===== src/rtl/mid3_of5_if.sv =====
// mid3_of5_if: sample-set / result bundle for the mid3_of5 rank filter.
// The min_out/max_out members exist only when MID3_OF5_EXTREMES_EN is defined.
interface mid3_of5_if #(
  parameter int unsigned WIDTH = 8
);

  // Upstream side: one sample set per cycle, qualified by in_valid.
  logic             in_valid;
  logic [WIDTH-1:0] data1;
  logic [WIDTH-1:0] data2;
  logic [WIDTH-1:0] data3;
  logic [WIDTH-1:0] data4;
  logic [WIDTH-1:0] data5;

  // Downstream side: no back-pressure, out_valid is a one-cycle pulse.
  logic             out_valid;
  logic [WIDTH-1:0] mid1;
  logic [WIDTH-1:0] mid2;
  logic [WIDTH-1:0] mid3;
`ifdef MID3_OF5_EXTREMES_EN
  logic [WIDTH-1:0] min_out;
  logic [WIDTH-1:0] max_out;
`endif

  // Driver of samples / consumer of results.
  modport master (
    output in_valid, data1, data2, data3, data4, data5,
    input  out_valid, mid1, mid2, mid3
`ifdef MID3_OF5_EXTREMES_EN
    , input min_out, max_out
`endif
  );

  // The filter itself.
  modport slave (
    input  in_valid, data1, data2, data3, data4, data5,
    output out_valid, mid1, mid2, mid3
`ifdef MID3_OF5_EXTREMES_EN
    , output min_out, max_out
`endif
  );

endinterface


===== src/rtl/mid3_of5.sv =====
// mid3_of5: pipelined 5-input rank filter. Returns the 2nd, 3rd and 4th smallest
// of five unsigned samples, dropping the two extremes.
// Optional feature macro: MID3_OF5_EXTREMES_EN exposes the smallest and largest
// samples on min_out/max_out; without it they are computed and discarded.
//
// Pipeline: input register, then a 9-comparator sorting network split into three
// registered stages (3/3/3). A set captured at edge N is visible after edge N+3.
// Every data register only loads when the valid bit entering it is set, so the
// outputs hold the last result between pulses.
module mid3_of5 #(
  parameter int unsigned WIDTH = 8
) (
  input logic      clock,
  input logic      reset_n,
  mid3_of5_if.slave bus
);

  typedef logic [WIDTH-1:0] sample_t;

  // Compare-exchange: returns {smaller, larger}; ties keep order.
  function automatic logic [2*WIDTH-1:0] cmpx(input sample_t a, input sample_t b);
    return (a > b) ? {b, a} : {a, b};
  endfunction

  // Lane index 0 ends up smallest, lane 4 largest.
  sample_t in_q [5];
  logic    in_vq;

  sample_t s1_d [5];
  sample_t s1_q [5];
  logic    s1_vq;

  sample_t s2_d [5];
  sample_t s2_q [5];
  logic    s2_vq;

  sample_t s3_d [5];

  sample_t mid1_q;
  sample_t mid2_q;
  sample_t mid3_q;
  logic    out_valid_q;
`ifdef MID3_OF5_EXTREMES_EN
  sample_t min_q;
  sample_t max_q;
`endif

  // Capture the raw sample set; valid flag follows in_valid every cycle.
  always_ff @(posedge clock or negedge reset_n) begin
    if (!reset_n) begin
      in_vq <= 1'b0;
      for (int i = 0; i < 5; i++) begin
        in_q[i] <= '0;
      end
    end else begin
      in_vq <= bus.in_valid;
      if (bus.in_valid) begin
        in_q[0] <= bus.data1;
        in_q[1] <= bus.data2;
        in_q[2] <= bus.data3;
        in_q[3] <= bus.data4;
        in_q[4] <= bus.data5;
      end
    end
  end

  // Stage 1 comparators: (0,1) (3,4) (2,4). Leaves lanes 2..4 partly ordered.
  always_comb begin
    s1_d = in_q;
    {s1_d[0], s1_d[1]} = cmpx(s1_d[0], s1_d[1]);
    {s1_d[3], s1_d[4]} = cmpx(s1_d[3], s1_d[4]);
    {s1_d[2], s1_d[4]} = cmpx(s1_d[2], s1_d[4]);
  end

  // Stage 1 register.
  always_ff @(posedge clock or negedge reset_n) begin
    if (!reset_n) begin
      s1_vq <= 1'b0;
      for (int i = 0; i < 5; i++) begin
        s1_q[i] <= '0;
      end
    end else begin
      s1_vq <= in_vq;
      if (in_vq) begin
        s1_q <= s1_d;
      end
    end
  end

  // Stage 2 comparators: (2,3) (1,4) (0,3). Lane 4 now holds the maximum.
  always_comb begin
    s2_d = s1_q;
    {s2_d[2], s2_d[3]} = cmpx(s2_d[2], s2_d[3]);
    {s2_d[1], s2_d[4]} = cmpx(s2_d[1], s2_d[4]);
    {s2_d[0], s2_d[3]} = cmpx(s2_d[0], s2_d[3]);
  end

  // Stage 2 register.
  always_ff @(posedge clock or negedge reset_n) begin
    if (!reset_n) begin
      s2_vq <= 1'b0;
      for (int i = 0; i < 5; i++) begin
        s2_q[i] <= '0;
      end
    end else begin
      s2_vq <= s1_vq;
      if (s1_vq) begin
        s2_q <= s2_d;
      end
    end
  end

  // Stage 3 comparators: (0,2) (1,3) (1,2). Result fully sorted.
  always_comb begin
    s3_d = s2_q;
    {s3_d[0], s3_d[2]} = cmpx(s3_d[0], s3_d[2]);
    {s3_d[1], s3_d[3]} = cmpx(s3_d[1], s3_d[3]);
    {s3_d[1], s3_d[2]} = cmpx(s3_d[1], s3_d[2]);
  end

  // Stage 3 / output register; extremes kept only when they are exported.
  always_ff @(posedge clock or negedge reset_n) begin
    if (!reset_n) begin
      out_valid_q <= 1'b0;
      mid1_q      <= '0;
      mid2_q      <= '0;
      mid3_q      <= '0;
`ifdef MID3_OF5_EXTREMES_EN
      min_q       <= '0;
      max_q       <= '0;
`endif
    end else begin
      out_valid_q <= s2_vq;
      if (s2_vq) begin
        mid1_q <= s3_d[1];
        mid2_q <= s3_d[2];
        mid3_q <= s3_d[3];
`ifdef MID3_OF5_EXTREMES_EN
        min_q  <= s3_d[0];
        max_q  <= s3_d[4];
`endif
      end
    end
  end

  assign bus.out_valid = out_valid_q;
  assign bus.mid1      = mid1_q;
  assign bus.mid2      = mid2_q;
  assign bus.mid3      = mid3_q;
`ifdef MID3_OF5_EXTREMES_EN
  assign bus.min_out   = min_q;
  assign bus.max_out   = max_q;
`endif

  // Ordering invariant on every published result.
  property p_ordered;
    @(posedge clock) disable iff (!reset_n)
      out_valid_q |-> (mid1_q <= mid2_q) && (mid2_q <= mid3_q);
  endproperty
  a_ordered: assert property (p_ordered);

endmodule


===== src/flat_wrapper.sv =====
// flat-port wrapper written by rule: the top's interface ports become plain ports
module mid3_of5_flat 
#(
  parameter int unsigned WIDTH = 8
)
  (clock, reset_n, bus_in_valid, bus_data1, bus_data2, bus_data3, bus_data4, bus_data5, bus_out_valid, bus_mid1, bus_mid2, bus_mid3);
  mid3_of5_if #(.WIDTH(WIDTH)) bus_i ();
  input logic clock;
  input logic reset_n;
  input wire logic [$bits(bus_i.in_valid)-1:0] bus_in_valid;
  input wire logic [$bits(bus_i.data1)-1:0] bus_data1;
  input wire logic [$bits(bus_i.data2)-1:0] bus_data2;
  input wire logic [$bits(bus_i.data3)-1:0] bus_data3;
  input wire logic [$bits(bus_i.data4)-1:0] bus_data4;
  input wire logic [$bits(bus_i.data5)-1:0] bus_data5;
  output wire logic [$bits(bus_i.out_valid)-1:0] bus_out_valid;
  output wire logic [$bits(bus_i.mid1)-1:0] bus_mid1;
  output wire logic [$bits(bus_i.mid2)-1:0] bus_mid2;
  output wire logic [$bits(bus_i.mid3)-1:0] bus_mid3;
  assign bus_i.in_valid = bus_in_valid;
  assign bus_i.data1 = bus_data1;
  assign bus_i.data2 = bus_data2;
  assign bus_i.data3 = bus_data3;
  assign bus_i.data4 = bus_data4;
  assign bus_i.data5 = bus_data5;
  assign bus_out_valid = bus_i.out_valid;
  assign bus_mid1 = bus_i.mid1;
  assign bus_mid2 = bus_i.mid2;
  assign bus_mid3 = bus_i.mid3;
  mid3_of5 #(.WIDTH(WIDTH)) u_core (.clock(clock), .reset_n(reset_n), .bus(bus_i));
endmodule

===== config.mk =====
export PLATFORM = sky130hd
export DESIGN_NAME = mid3_of5_flat
export DESIGN_NICKNAME = d
export VERILOG_FILES = /design/src/rtl/mid3_of5_if.sv /design/src/rtl/mid3_of5.sv /design/src/flat_wrapper.sv
export SDC_FILE = /design/constraint.sdc
export NUM_CORES = 1
export LEC_CHECK = 0
export CAP_MARGIN = 20
export CORE_MARGIN = 8
export CORE_UTILIZATION = 35
export DETAILED_ROUTE_END_ITERATION = 12
export PLACE_DENSITY = 0.55
export SYNTH_ARGS = -nofsm -noshare
export SYNTH_HDL_FRONTEND = slang
export SYNTH_SLANG_ARGS = --single-unit

===== constraint.sdc =====
create_clock -name clock -period 3.2 [get_ports clock]
set_input_delay 0.96 -clock clock [delete_from_list [all_inputs] [get_ports clock]]
set_output_delay 0.96 -clock clock [all_outputs]
set_load 0.03 [all_outputs]

* Word-level counts from Yosys, hierarchy flattened
Index checks and enable logic that the tools add are counted.
Storage, ports and cells: output and inout bits 25, bits in registers 140, word-level logic and storage cells 39
Operators by class: magnitude comparators 9, multiplexer cells 9
Operators with widths (count):
- 16-bit 2-to-1 mux | 8
- 8-bit > comparator | 9
- 8-bit 2-to-1 mux | 1

* Logic depth before layout (Yosys ltp)
Gate-level depths: netlist of run 1.
depth after elaboration 4, mapped depth 17, depth with buffers taken out 15

* Least setup slack after synthesis of run 1
OpenSTA, ideal clock, no wires.
path kind reg-to-reg, start point reg u_core.s2_q[15] in the netlist's numbering, end point reg u_core.mid2_q[6], in the netlist u_core.bus.mid2[6], data arrival time 3374 ps, setup slack -316 ps, required time 3059 ps, path buffers 2, stages on the path, launching flop included 17, clock period less this slack 3516 ps, setup time 141 ps, path through dfrtp_1 > inv_1 > ha_1 > and3_4 > a221oi_2 > nor2_2 > nor2_8 > buf_12 > mux2i_2 > inv_1 > ha_1 > nor2b_1 > o211ai_1 > a21oi_1 > o221ai_1 > buf_2 > o221ai_1
On the way: cells in the longest elaborated chain, start to end 4
RTL lines:
- from (decl) | RTL line mid3_of5.sv:34 | sample_t s2_q [5];
- from (signal, indexed assignment) | RTL line mid3_of5.sv:103 | s2_q[i] <= '0;
- from (signal assigned) | RTL line mid3_of5.sv:108 | s2_q <= s2_d;
- 8-bit > comparator | RTL line mid3_of5.sv:22 | return (a > b) ? {b, a} : {a, b};
- 16-bit 2-to-1 mux (*) | RTL line mid3_of5.sv:22
- 8-bit > comparator | RTL line mid3_of5.sv:22
- 16-bit 2-to-1 mux (*) | RTL line mid3_of5.sv:22
- to (signal assigned) | RTL line mid3_of5.sv:136 | mid2_q <= s3_d[2];
- to (decl) | RTL line mid3_of5.sv:40 | sample_t mid2_q;
Every way passes the cells marked *; elsewhere a longest branch is shown, timed or not. A chain may end at the register's enable or synchronous reset.

* Worst setup path in the final report of run 1
start point reg u_core.in_q[1] in the netlist's numbering, end point reg u_core.s1_q[6] in the netlist's numbering
On the way: cells in the longest elaborated chain, start to end 4
RTL lines:
- from (decl) | RTL line mid3_of5.sv:26 | sample_t in_q [5];
- 8-bit > comparator | RTL line mid3_of5.sv:22
- 16-bit 2-to-1 mux (*) | RTL line mid3_of5.sv:22
- 8-bit > comparator | RTL line mid3_of5.sv:22
- 16-bit 2-to-1 mux (*) | RTL line mid3_of5.sv:22
- to (signal, indexed assignment) | RTL line mid3_of5.sv:80 | s1_q[i] <= '0;
- to (signal assigned) | RTL line mid3_of5.sv:85 | s1_q <= s1_d;
- to (decl) | RTL line mid3_of5.sv:30 | sample_t s1_q [5];
Marked as above.

==> run metrics, run 1 <==
status finished, violations left; failing checks setup timing; internal power 0.00765 W; f_max 0.302 GHz; CTS Root Cell clkbuf_16; share of total power in combinational logic 0.641; Sequential Power Share 0.212; CTS max path bufs 2; # Max-Cap Violations 0; Hold/Removal Path Class primary input to async pin; worst r2r path cells 17; Post-synth EDFFs 0; leak pwr 5.37 nW; RSZ-0062 raised after global routing yes; Psw 0.00517 W; setup ws final -0.109 ns; hpwl dp 15.7 mm; GRT overflow 0; CP Launch Type flip-flop; number of failing hold endpoints at the final stage 0; average routed wire per standard cell 16.3 um; clock share of power 0.147; cell taking the most area after synthesis dfrtp_1; Synth Cell Area 8120 um2; r2r setup slk -0.11 ns; Starting Density 0.357; area grow syn2layout 44.9%; total routed wirelength 21.4 mm; vias 6,704; Final setup viols 32; die area 28,300 um2; Net Sw Frac 0.403; Hold-fix buffers, CTS 0; Netlist cell types 51; first-pass GRT wire length 35.4 mm; # IOs 68; post-synth top area share 0.432; FF+latch count, synth 140; Sequential cell area 3500 um2; Worst Setup EP u_core.s1_q[6]; Routed Antenna Nets 0; vias in the first global route 6,879; CORE AREA 22,700 um2; Top FF cell, synth dfrtp_1; CP startpoint u_core.in_q[1]; clock slew at reported path FFs 0.07 ns; Layout Skew 0.00850 ns; fill count 2,092; Worst EP arrival 3.63 ns; fraction of registers with async set/reset 1.00; Nets 1,135; Worst Path Required 3.52 ns; count leader, synth dfrtp_1; layout cells sized above 1 0.359; Post-Syn Instances 796; DR iter-0 viols 417; Setup crit end kind flip-flop; Pre-antenna DRT Iters 7; drt drc 0; fin util 0.518; Rows 55; crit path kind flip-flop to flip-flop; synth top area cells dfrtp_1 (43%), ha_1 (11%), mux2i_1 (6.7%); RePlAce Congestion 0.845; die width 168 um; CTS sink count 140; largest net degree at the start of global routing 60; Port Buffer Count 67; # diodes 0; Slew Viols, Final 0; Min Clock Period, post-route 3.31 ns; period utilisation layout 1.03; worst-path fanout max 14; CTS Buf Count 17; worst vdd ir 0.000643 V; Die Ht 168 um; Slew Limit Headroom 0.447; register area share after synthesis 0.432; Post-Synthesis Net Count 911; Worst-Margin Slew 0.827 ns; pwr dens 1090 nW/um2; yosys warns 0; initial antenna violation count 0; footprint of the multi-input gates 4900 um2; worst-skew pair later-pin latency 0.43 ns; r2r endpoint u_core.s1_q[6]; Post-synth top cells dfrtp_1 (140), inv_1 (77), ha_1 (72); CTS tree built; Setup Slack @ Placement -0.144 ns; reg-to-reg startpoint u_core.in_q[1]; GRT Util Overall 0.155; H-tree depth 4; vias per inst 5.09; Syn Area/Cell 10.2 um2
[worst max-delay path: stages, from the launching register on]
cell      delay, ns
dfrtp_1        0.38
inv_2          0.08
ha_4           0.20
nor2b_4        0.12
o211ai_2       0.14
a21oi_2        0.08
o32ai_4        0.29
buf_6          0.17
mux2_4         0.32
inv_4          0.06
ha_4           0.18
nor2b_1        0.12
o211ai_1       0.18
a21oi_2        0.13
o32ai_4        0.25
buf_12         0.17
o22ai_1        0.08
a31o_2         0.22
[through the flow]
step,power (W),TNS (ns),cell area (um2),hold WS [ns],cells
6_report,0.0128,-2.66,11800,0.477,1318
5_1_grt,0.0137,-9.54,11800,0.528,1318
4_1_cts,0.0121,-2.42,11300,0.503,1303
3_5_place_dp,0.00927,-4.34,10300,0.485,1255
3_3_place_gp,0.00917,-2.23,10300,0.488,1255
2_1_floorplan,0.00665,-2.91,8320,0.352,796
[logic make-up (layout without fill, tap and decap cells)]
family,count (synthesis),count (layout),share of synthesized area
DFF,140,140,0.432
AOI/OAI and AO/OA,217,218,0.187
buffers and inverters,116,352,0.0589
and+or+nand+nor,165,165,0.0991
adders and majority gates,72,72,0.111
muxes,86,86,0.112
[how the worst min path moves through the flow]
stage | cells after the start | start | end
CTS | 2 | u_core.bus.mid2[6] | u_core.bus.mid2[6]
global placement | 2 | u_core.bus.mid1[2] | u_core.bus.mid1[2]
global route | 1 | reset_n | u_core.bus.mid3[7]
detailed placement | 2 | u_core.bus.mid2[5] | u_core.bus.mid2[5]
floorplan | 0 | u_core.s2_vq | u_core.bus.out_valid
finish | 1 | reset_n | u_core.bus.mid3[5]
[layout make-up]
type | instances | area share
Tap cell | 285 | 0.0303
Timing Repair Buffer | 243 | 0.183
Inverter | 77 | 0.0250
Multi-Input combinational cell | 541 | 0.417
Sequential cell | 140 | 0.298
Clock buffer | 17 | 0.0362
Clock inverter | 15 | 0.0106
[repair_timing]
action	CTS	global route
gates cloned	3	0
gates resized for setup	49	63
pin swaps	36	34
endpoints found under the setup margin	47	48
buffers inserted	13	15
[cells in the final DEF (no fill, tap or decap), types with 14 or more instances in the layout]
master,count
nor2_1,53
mux2_2,27
nand3_1,18
a21oi_1,44
nand2_1,36
nand2b_1,24
clkdlybuf4s50_1,65
ha_1,58
buf_4,157
o221ai_2,23
ha_4,14
o22ai_1,14
inv_1,68
nand4_1,14
mux2i_1,44
o21ai_0,36
dfrtp_1,139
a31oi_1,16
clkbuf_16,18
[registers in the layout, summed over array words and instances, names as in the netlist]
signal                flops
u_core.in_q              40
u_core.s1_q              40
u_core.s2_q              32
u_core.bus.mid1           8
u_core.bus.mid2           8
u_core.bus.mid3           8
u_core.bus.out_valid      1
u_core.in_vq              1
u_core.s1_vq              1
u_core.s2_vq              1
[metal layers]
metal	up-vias	GRT usage	routed length (um)
met5	-	0	0
met4	0	0.0501	473
met3	30	0.0372	797
met2	117	0.261	10300
met1	3212	0.193	9870
li1	3345	-	-
[power groups by stage]
stage	Combinational (W)	Sequential (W)	Clock [W]
floorplan	0.00369	0.00296	0
global placement	0.00646	0.00271	0
global route	0.00887	0.00279	0.00200
detailed placement	0.00653	0.00273	0
finish	0.00821	0.00272	0.00189
CTS	0.00752	0.00271	0.00192
(Power assumes the default switching activity.)
==> run 2: changes to the inputs <==
CTS_CLUSTER_SIZE = 8   (was unset)
SLEW_MARGIN = 20   (was unset)
==> results of run 2 <==
Same layout as run 1: the final DEF is identical, and so are final timing and power.
